## src/rtl/wbxbc_pkg.sv

```systemverilog
// ---------------------------------------------------------------------------
// wbxbc_pkg
// Shared definitions for the Wishbone crossbar family of blocks.
// Holds the occupancy encoding of the two-entry request buffer used by
// the pipeline slices, plus small helpers that decode it.
// ---------------------------------------------------------------------------
package wbxbc_pkg;

    // Occupancy of the main/skid request buffer.
    // EMPTY: nothing held. ONE: main register valid. FULL: main and skid valid.
    typedef enum logic [1:0] {
        EMPTY = 2'd0,
        ONE   = 2'd1,
        FULL  = 2'd2
    } skid_state_e;

    // Main register is valid whenever anything is buffered.
    function automatic logic skid_m_valid(input skid_state_e state);
        return state != EMPTY;
    endfunction

    // Skid register only holds a request when the buffer is full.
    function automatic logic skid_s_valid(input skid_state_e state);
        return state == FULL;
    endfunction

endpackage

```

## src/rtl/wb_pipe_slice_skid.sv

```systemverilog
// ---------------------------------------------------------------------------
// wb_pipe_slice_skid
// Two-entry request buffer (main register M plus skid register S) for the
// pipelined Wishbone slice. M drives the target-side request; S absorbs the
// one request that may be accepted in the cycle the target starts stalling.
//
// Ports
//   clk_i, async_rst_i, sync_rst_i : clock, async and sync active-high resets
//   flush_i     : drop everything buffered (initiator abandoned its cycle)
//   push_i      : initiator presents a request (cyc & stb)
//   we_i/sel_i/adr_i/dat_i : request payload
//   pop_stall_i : target stall; M leaves when valid and this is low
//   m_valid_o   : M holds a request (target strobe)
//   s_valid_o   : S holds a request (stall back to initiator)
//   m_we_o/m_sel_o/m_adr_o/m_dat_o : payload of M
// ---------------------------------------------------------------------------
module wb_pipe_slice_skid
    import wbxbc_pkg::*;
#(
    parameter int ADR_WIDTH = 16,
    parameter int DAT_WIDTH = 16,
    parameter int SEL_WIDTH = 2
) (
    input  logic                 clk_i,
    input  logic                 async_rst_i,
    input  logic                 sync_rst_i,
    input  logic                 flush_i,
    input  logic                 push_i,
    input  logic                 we_i,
    input  logic [SEL_WIDTH-1:0] sel_i,
    input  logic [ADR_WIDTH-1:0] adr_i,
    input  logic [DAT_WIDTH-1:0] dat_i,
    input  logic                 pop_stall_i,
    output logic                 m_valid_o,
    output logic                 s_valid_o,
    output logic                 m_we_o,
    output logic [SEL_WIDTH-1:0] m_sel_o,
    output logic [ADR_WIDTH-1:0] m_adr_o,
    output logic [DAT_WIDTH-1:0] m_dat_o
);

    localparam int REQ_WIDTH = 1 + SEL_WIDTH + ADR_WIDTH + DAT_WIDTH;

    skid_state_e          state_q, state_d;
    logic [REQ_WIDTH-1:0] m_q, m_d;
    logic [REQ_WIDTH-1:0] s_q, s_d;
    logic [REQ_WIDTH-1:0] req_in;
    logic                 accept;
    logic                 drain;

    assign req_in = {we_i, sel_i, adr_i, dat_i};

    // The initiator sees S-valid as its stall, so nothing can be accepted
    // while full. Draining only depends on M being valid.
    assign accept = push_i & ~skid_s_valid(state_q);
    assign drain  = skid_m_valid(state_q) & ~pop_stall_i;

    // Next occupancy and register loads. Payload registers hold by default;
    // a flush only clears occupancy, stale payload is simply not strobed.
    always_comb begin
        state_d = state_q;
        m_d     = m_q;
        s_d     = s_q;
        if (flush_i) begin
            state_d = EMPTY;
        end else begin
            case (state_q)
                EMPTY: begin
                    if (accept) begin
                        state_d = ONE;
                        m_d     = req_in;
                    end
                end
                ONE: begin
                    if (accept && !drain) begin
                        state_d = FULL;
                        s_d     = req_in;
                    end else if (accept && drain) begin
                        m_d     = req_in;
                    end else if (drain) begin
                        state_d = EMPTY;
                    end
                end
                FULL: begin
                    if (drain) begin
                        state_d = ONE;
                        m_d     = s_q;
                    end
                end
                default: begin
                    state_d = EMPTY;
                end
            endcase
        end
    end

    // Either reset empties the buffer and zeroes the payload so the
    // target-side request outputs read as 0.
    always_ff @(posedge clk_i or posedge async_rst_i) begin
        if (async_rst_i) begin
            state_q <= EMPTY;
            m_q     <= '0;
            s_q     <= '0;
        end else if (sync_rst_i) begin
            state_q <= EMPTY;
            m_q     <= '0;
            s_q     <= '0;
        end else begin
            state_q <= state_d;
            m_q     <= m_d;
            s_q     <= s_d;
        end
    end

    assign m_valid_o = skid_m_valid(state_q);
    assign s_valid_o = skid_s_valid(state_q);
    assign {m_we_o, m_sel_o, m_adr_o, m_dat_o} = m_q;

endmodule

```

## src/rtl/wb_pipe_slice.sv

```systemverilog
// ---------------------------------------------------------------------------
// wb_pipe_slice
// Fully registered pipelined-Wishbone pipeline slice. Requests pass through
// a two-entry main/skid buffer; responses and the target cycle signal are
// each registered once. Every output comes straight from a flop.
//
// Ports
//   clk_i, async_rst_i, sync_rst_i : clock, async and sync active-high resets
//   itr_*_i / itr_*_o : initiator side (cyc, stb, we, sel, adr, dat in;
//                       ack, err, rty, stall, dat out)
//   tgt_*_o / tgt_*_i : target side (cyc, stb, we, sel, adr, dat out;
//                       ack, err, rty, stall, dat in)
// ---------------------------------------------------------------------------
module wb_pipe_slice
    import wbxbc_pkg::*;
#(
    parameter int ADR_WIDTH = 16,
    parameter int DAT_WIDTH = 16,
    parameter int SEL_WIDTH = 2
) (
    input  logic                 clk_i,
    input  logic                 async_rst_i,
    input  logic                 sync_rst_i,
    input  logic                 itr_cyc_i,
    input  logic                 itr_stb_i,
    input  logic                 itr_we_i,
    input  logic [SEL_WIDTH-1:0] itr_sel_i,
    input  logic [ADR_WIDTH-1:0] itr_adr_i,
    input  logic [DAT_WIDTH-1:0] itr_dat_i,
    output logic                 itr_ack_o,
    output logic                 itr_err_o,
    output logic                 itr_rty_o,
    output logic                 itr_stall_o,
    output logic [DAT_WIDTH-1:0] itr_dat_o,
    output logic                 tgt_cyc_o,
    output logic                 tgt_stb_o,
    output logic                 tgt_we_o,
    output logic [SEL_WIDTH-1:0] tgt_sel_o,
    output logic [ADR_WIDTH-1:0] tgt_adr_o,
    output logic [DAT_WIDTH-1:0] tgt_dat_o,
    input  logic                 tgt_ack_i,
    input  logic                 tgt_err_i,
    input  logic                 tgt_rty_i,
    input  logic                 tgt_stall_i,
    input  logic [DAT_WIDTH-1:0] tgt_dat_i
);

    logic                 tgt_cyc_q, tgt_cyc_d;
    logic                 ack_q, ack_d;
    logic                 err_q, err_d;
    logic                 rty_q, rty_d;
    logic [DAT_WIDTH-1:0] rdat_q, rdat_d;

    // Dropping cyc flushes the buffer; the request buffer handles its own
    // accept/drain handshake.
    wb_pipe_slice_skid #(
        .ADR_WIDTH (ADR_WIDTH),
        .DAT_WIDTH (DAT_WIDTH),
        .SEL_WIDTH (SEL_WIDTH)
    ) u_skid (
        .clk_i       (clk_i),
        .async_rst_i (async_rst_i),
        .sync_rst_i  (sync_rst_i),
        .flush_i     (~itr_cyc_i),
        .push_i      (itr_cyc_i & itr_stb_i),
        .we_i        (itr_we_i),
        .sel_i       (itr_sel_i),
        .adr_i       (itr_adr_i),
        .dat_i       (itr_dat_i),
        .pop_stall_i (tgt_stall_i),
        .m_valid_o   (tgt_stb_o),
        .s_valid_o   (itr_stall_o),
        .m_we_o      (tgt_we_o),
        .m_sel_o     (tgt_sel_o),
        .m_adr_o     (tgt_adr_o),
        .m_dat_o     (tgt_dat_o)
    );

    // Responses only pass while both the target-side cycle (as seen by the
    // target) and the live initiator cycle are up, so an abort swallows any
    // late termination. Read data is captured on ack only, keeping the last
    // good read visible through err/rty.
    always_comb begin
        tgt_cyc_d = itr_cyc_i;
        ack_d     = tgt_ack_i & tgt_cyc_q & itr_cyc_i;
        err_d     = tgt_err_i & tgt_cyc_q & itr_cyc_i;
        rty_d     = tgt_rty_i & tgt_cyc_q & itr_cyc_i;
        rdat_d    = rdat_q;
        if (tgt_ack_i && tgt_cyc_q) begin
            rdat_d = tgt_dat_i;
        end
    end

    always_ff @(posedge clk_i or posedge async_rst_i) begin
        if (async_rst_i) begin
            tgt_cyc_q <= 1'b0;
            ack_q     <= 1'b0;
            err_q     <= 1'b0;
            rty_q     <= 1'b0;
            rdat_q    <= '0;
        end else if (sync_rst_i) begin
            tgt_cyc_q <= 1'b0;
            ack_q     <= 1'b0;
            err_q     <= 1'b0;
            rty_q     <= 1'b0;
            rdat_q    <= '0;
        end else begin
            tgt_cyc_q <= tgt_cyc_d;
            ack_q     <= ack_d;
            err_q     <= err_d;
            rty_q     <= rty_d;
            rdat_q    <= rdat_d;
        end
    end

    assign tgt_cyc_o = tgt_cyc_q;
    assign itr_ack_o = ack_q;
    assign itr_err_o = err_q;
    assign itr_rty_o = rty_q;
    assign itr_dat_o = rdat_q;

endmodule
```

## config.mk

```make
export PLATFORM = sky130hd
export DESIGN_NAME = wb_pipe_slice
export DESIGN_NICKNAME = d
export VERILOG_FILES = /design/src/rtl/wbxbc_pkg.sv /design/src/rtl/wb_pipe_slice_skid.sv /design/src/rtl/wb_pipe_slice.sv
export SDC_FILE = /design/constraint.sdc
export NUM_CORES = 1
export LEC_CHECK = 0
export ABC_AREA = 1
export CORE_ASPECT_RATIO = 1.5
export CORE_UTILIZATION = 52
export DETAILED_ROUTE_END_ITERATION = 10
export GPL_ROUTABILITY_DRIVEN = 0
export PLACE_DENSITY = 0.91
export RECOVER_POWER = 25
export REMOVE_ABC_BUFFERS = 1
export SETUP_SLACK_MARGIN = 0.4
export SYNTH_ARGS = -nofsm -noshare
export SYNTH_HDL_FRONTEND = slang
export SYNTH_SLANG_ARGS = --single-unit
```

## constraint.sdc

```tcl
create_clock -name clk_i -period 8.5 [get_ports clk_i]
set_input_delay 1.7 -clock clk_i [delete_from_list [all_inputs] [get_ports clk_i]]
set_output_delay 1.7 -clock clk_i [all_outputs]
set_load 0.1 [all_outputs]
```

==> results.sh <==
export IMPL_rsz0062_at_grt="false"
export IMPL_cp_arrival_ns=5.27
export IMPL_track_usage=0.278
export IMPL_r2r_start="u_skid.state_q[1]"
export IMPL_finalClockSkew_ns=0.00338
export IMPL_die_h_um=114
export IMPL_grt_max_degree=68
export IMPL_cts_hold_buf=0
export IMPL_clock_sinks=92
export IMPL_cp_end_kind="flip-flop"
export IMPL_seqCellArea_um2=2300
export IMPL_synth_edf_count=0
export IMPL_fmax_mhz=198
export IMPL_worstPathMaxFanout=52
export IMPL_grt_pass1_wl_mm=18.8
export IMPL_hp_start="u_skid.m_q[31]"
export IMPL_via_per_inst=5.57
export IMPL_drive_gt1_frac=0.0415
export IMPL_worst_pin_slew_ns=1.30
export IMPL_multi_input_area_um2=1630
export IMPL_finalCriticalPeriod_ns=5.05
export IMPL_layout_setup_ws_ns=3.45
export IMPL_worstSkewPairLatency_ns=0.34
export IMPL_final_antenna_net_count=0
export IMPL_drc=0
export IMPL_yosys_area_top_type="dfrtp_1"
export IMPL_hold_path_class="reg2reg"
export IMPL_power_frac_comb=0.180
export IMPL_synth_top_cell_area_share=0.531
export IMPL_drt_iter0_drc=463
export IMPL_die_area_um2=8710
export IMPL_total_leakage_power_nw=2.85
export IMPL_io_buffers=116
export IMPL_period_share=0.594
export IMPL_syn_inst=531
export IMPL_cts_tree="built"
export IMPL_dr_pass1_iters=8
export IMPL_critPathLaunchType="input port"
export IMPL_hpwl_mm=7.12
export IMPL_cts_root_buf="clkbuf_16"
export IMPL_fillers=623
export IMPL_yosysSeqAreaShare=0.531
export IMPL_synthArstFlopShare=1.00
export IMPL_io_pins=117
export IMPL_post_cts_setup_buffers=0
export IMPL_start_util=0.538
export IMPL_clockBufferDepth=2
export IMPL_worstPathRequired_ns=8.73
export IMPL_outcome="finished clean"
export IMPL_finalSetupViolCount=0
export IMPL_crit_type="in2reg"
export IMPL_htree_levels=3
export IMPL_crit_path_start="sync_rst_i"
export IMPL_ys_types=21
export IMPL_synth_seq_cells=92
export IMPL_p_int_mw=0.769
export IMPL_routed_wl_mm=11.4
export IMPL_seq_power_share=0.423
export IMPL_antenna_found_initial=0
export IMPL_clock_power_share=0.396
export IMPL_num_nets_final=681
export IMPL_die_x_um=76.5
export IMPL_cts_clk_slew_worst_paths_ns=0.06
export IMPL_max_slew_margin=0.134
export IMPL_finalSetupTns_ns=0
export IMPL_synth_area_um2=4330
export IMPL_yosys_top_cells_area="dfrtp_1, nand3_1, nand2_1"
export IMPL_hold_violations=0
export IMPL_num_antenna_cells=0
export IMPL_overflow=0
export IMPL_yosysMostFrequentCell="nand3_1"
export IMPL_swShare=0.287
export IMPL_avgSynthCellArea_um2=8.16
export IMPL_grt_pass1_vias=4005
export IMPL_wl_per_cell_um=15.5
export IMPL_drv_cap=0
export IMPL_cts_buffers=9
export IMPL_row_count=40
export IMPL_preCtsSetupSlack_ns=3.82
export IMPL_ys_warn_count=0
export IMPL_power_density_nw_per_um2=187
export IMPL_peakVddDrop_mv=0.123
export IMPL_synthToLayoutAreaGrowth_pct=32.9
export IMPL_cts_repair_resized=0
export IMPL_synth_commonest_cells="nand3_1, nand2_1, dfrtp_1"
export IMPL_slew_viol_final=0
export IMPL_ys_dominant_reg_cell="dfrtp_1"
export IMPL_routed_via_count=4072
export IMPL_power_switching_mw=0.310
export IMPL_core_area_um2=8060
routing by layer:
| metal | routed length (um) | share of wire | track usage |
|---|---|---|---|
| met5 | 0 | 0 | 0 |
| met4 | 329 | 0.029 | 0.122 |
| met3 | 703 | 0.062 | 0.0680 |
| met2 | 5940 | 0.52 | 0.496 |
| met1 | 4400 | 0.39 | 0.316 |
sequential cells by signal, indices dropped and copies added (netlist names):
signal and cells:
tgt_cyc_o 1, u_skid.m_q 35, itr_ack_o 1, itr_rty_o 1
itr_dat_o 16, u_skid.s_q 35, u_skid.state_q 2, itr_err_o 1
layout make-up:
cell class                      count  share of cell area
Clock buffer                       12              0.0428
Clock inverter                      4              0.0126
Inverter                           53              0.0348
Multi-Input combinational cell    346               0.282
Sequential cell                    92               0.400
Tap cell                          105              0.0228
Timing Repair Buffer              119               0.205
layout by cell type (no fill, tap or decap), drive strengths merged:
| cell | netlist | routed |
|---|---|---|
| nand3 | 124 | 124 |
| nand2 | 122 | 122 |
| clkdlybuf4s50 | 0 | 114 |
| dfrtp | 92 | 92 |
| inv | 53 | 52 |
| o21ai | 46 | 46 |
| a21oi | 26 | 26 |
| nand4 | 17 | 17 |
| clkbuf | 11 | 13 |
| nor2 | 8 | 8 |
| and3 | 2 | 2 |
| bufinv | 0 | 2 |
| dlygate4sd3 | 0 | 2 |
| buf | 29 | 2 |
| clkinvlp | 0 | 2 |
| o31ai | 1 | 1 |
| clkinv | 0 | 1 |
kinds of logic (layout without fill, tap and decap cells):
| logic type | Yosys count | after routing | share of synthesized area |
|---|---|---|---|
| flops | 92 | 92 | 0.531 |
| buf+inv | 93 | 188 | 0.0936 |
| compound gates | 73 | 73 | 0.0849 |
| simple gates | 273 | 273 | 0.290 |
critical path, stage by stage:
cell           delay, ns
dlygate4sd3_1       0.54
clkbuf_1            0.52
inv_2               0.83
buf_4               0.56
nand3_2             0.65
o21ai_0             0.44
power groups by stage:
stage	Sequential, mW	Clock [mW]	Combinational, mW
4_1_cts	0.457	0.430	0.196
3_3_place_gp	0.464	0	0.191
5_1_grt	0.458	0.451	0.206
3_5_place_dp	0.465	0	0.194
2_1_floorplan	0.541	0	0.0462
6_report	0.457	0.428	0.195
stage by stage:
stage	cells	hold WS (ns)	power, mW	cell area, um2	util
final	731	0.496	1.08	5760	0.715
after global routing	731	0.535	1.12	5760	0.715
after CTS	731	0.503	1.08	5760	0.715
after detailed placement	715	0.489	0.659	5440	0.676
after global placement	715	0.484	0.656	5440	0.676
after floorplan	491	0.478	0.587	4130	-
worst paths after layout:
check                            endpoint  slack, ns  cells after the start
hold / removal             u_skid.m_q[31]       0.50                      2
min in group asynchronous  u_skid.m_q[14]       2.02                      2
hold reg to reg            u_skid.m_q[31]       0.50                      2
setup reg to reg           u_skid.m_q[27]       6.04                      7
setup / recovery           u_skid.s_q[17]       3.45                      6
max in group asynchronous  u_skid.m_q[19]       5.10                      3
Note: power is estimated with default switching activity, not from simulation.
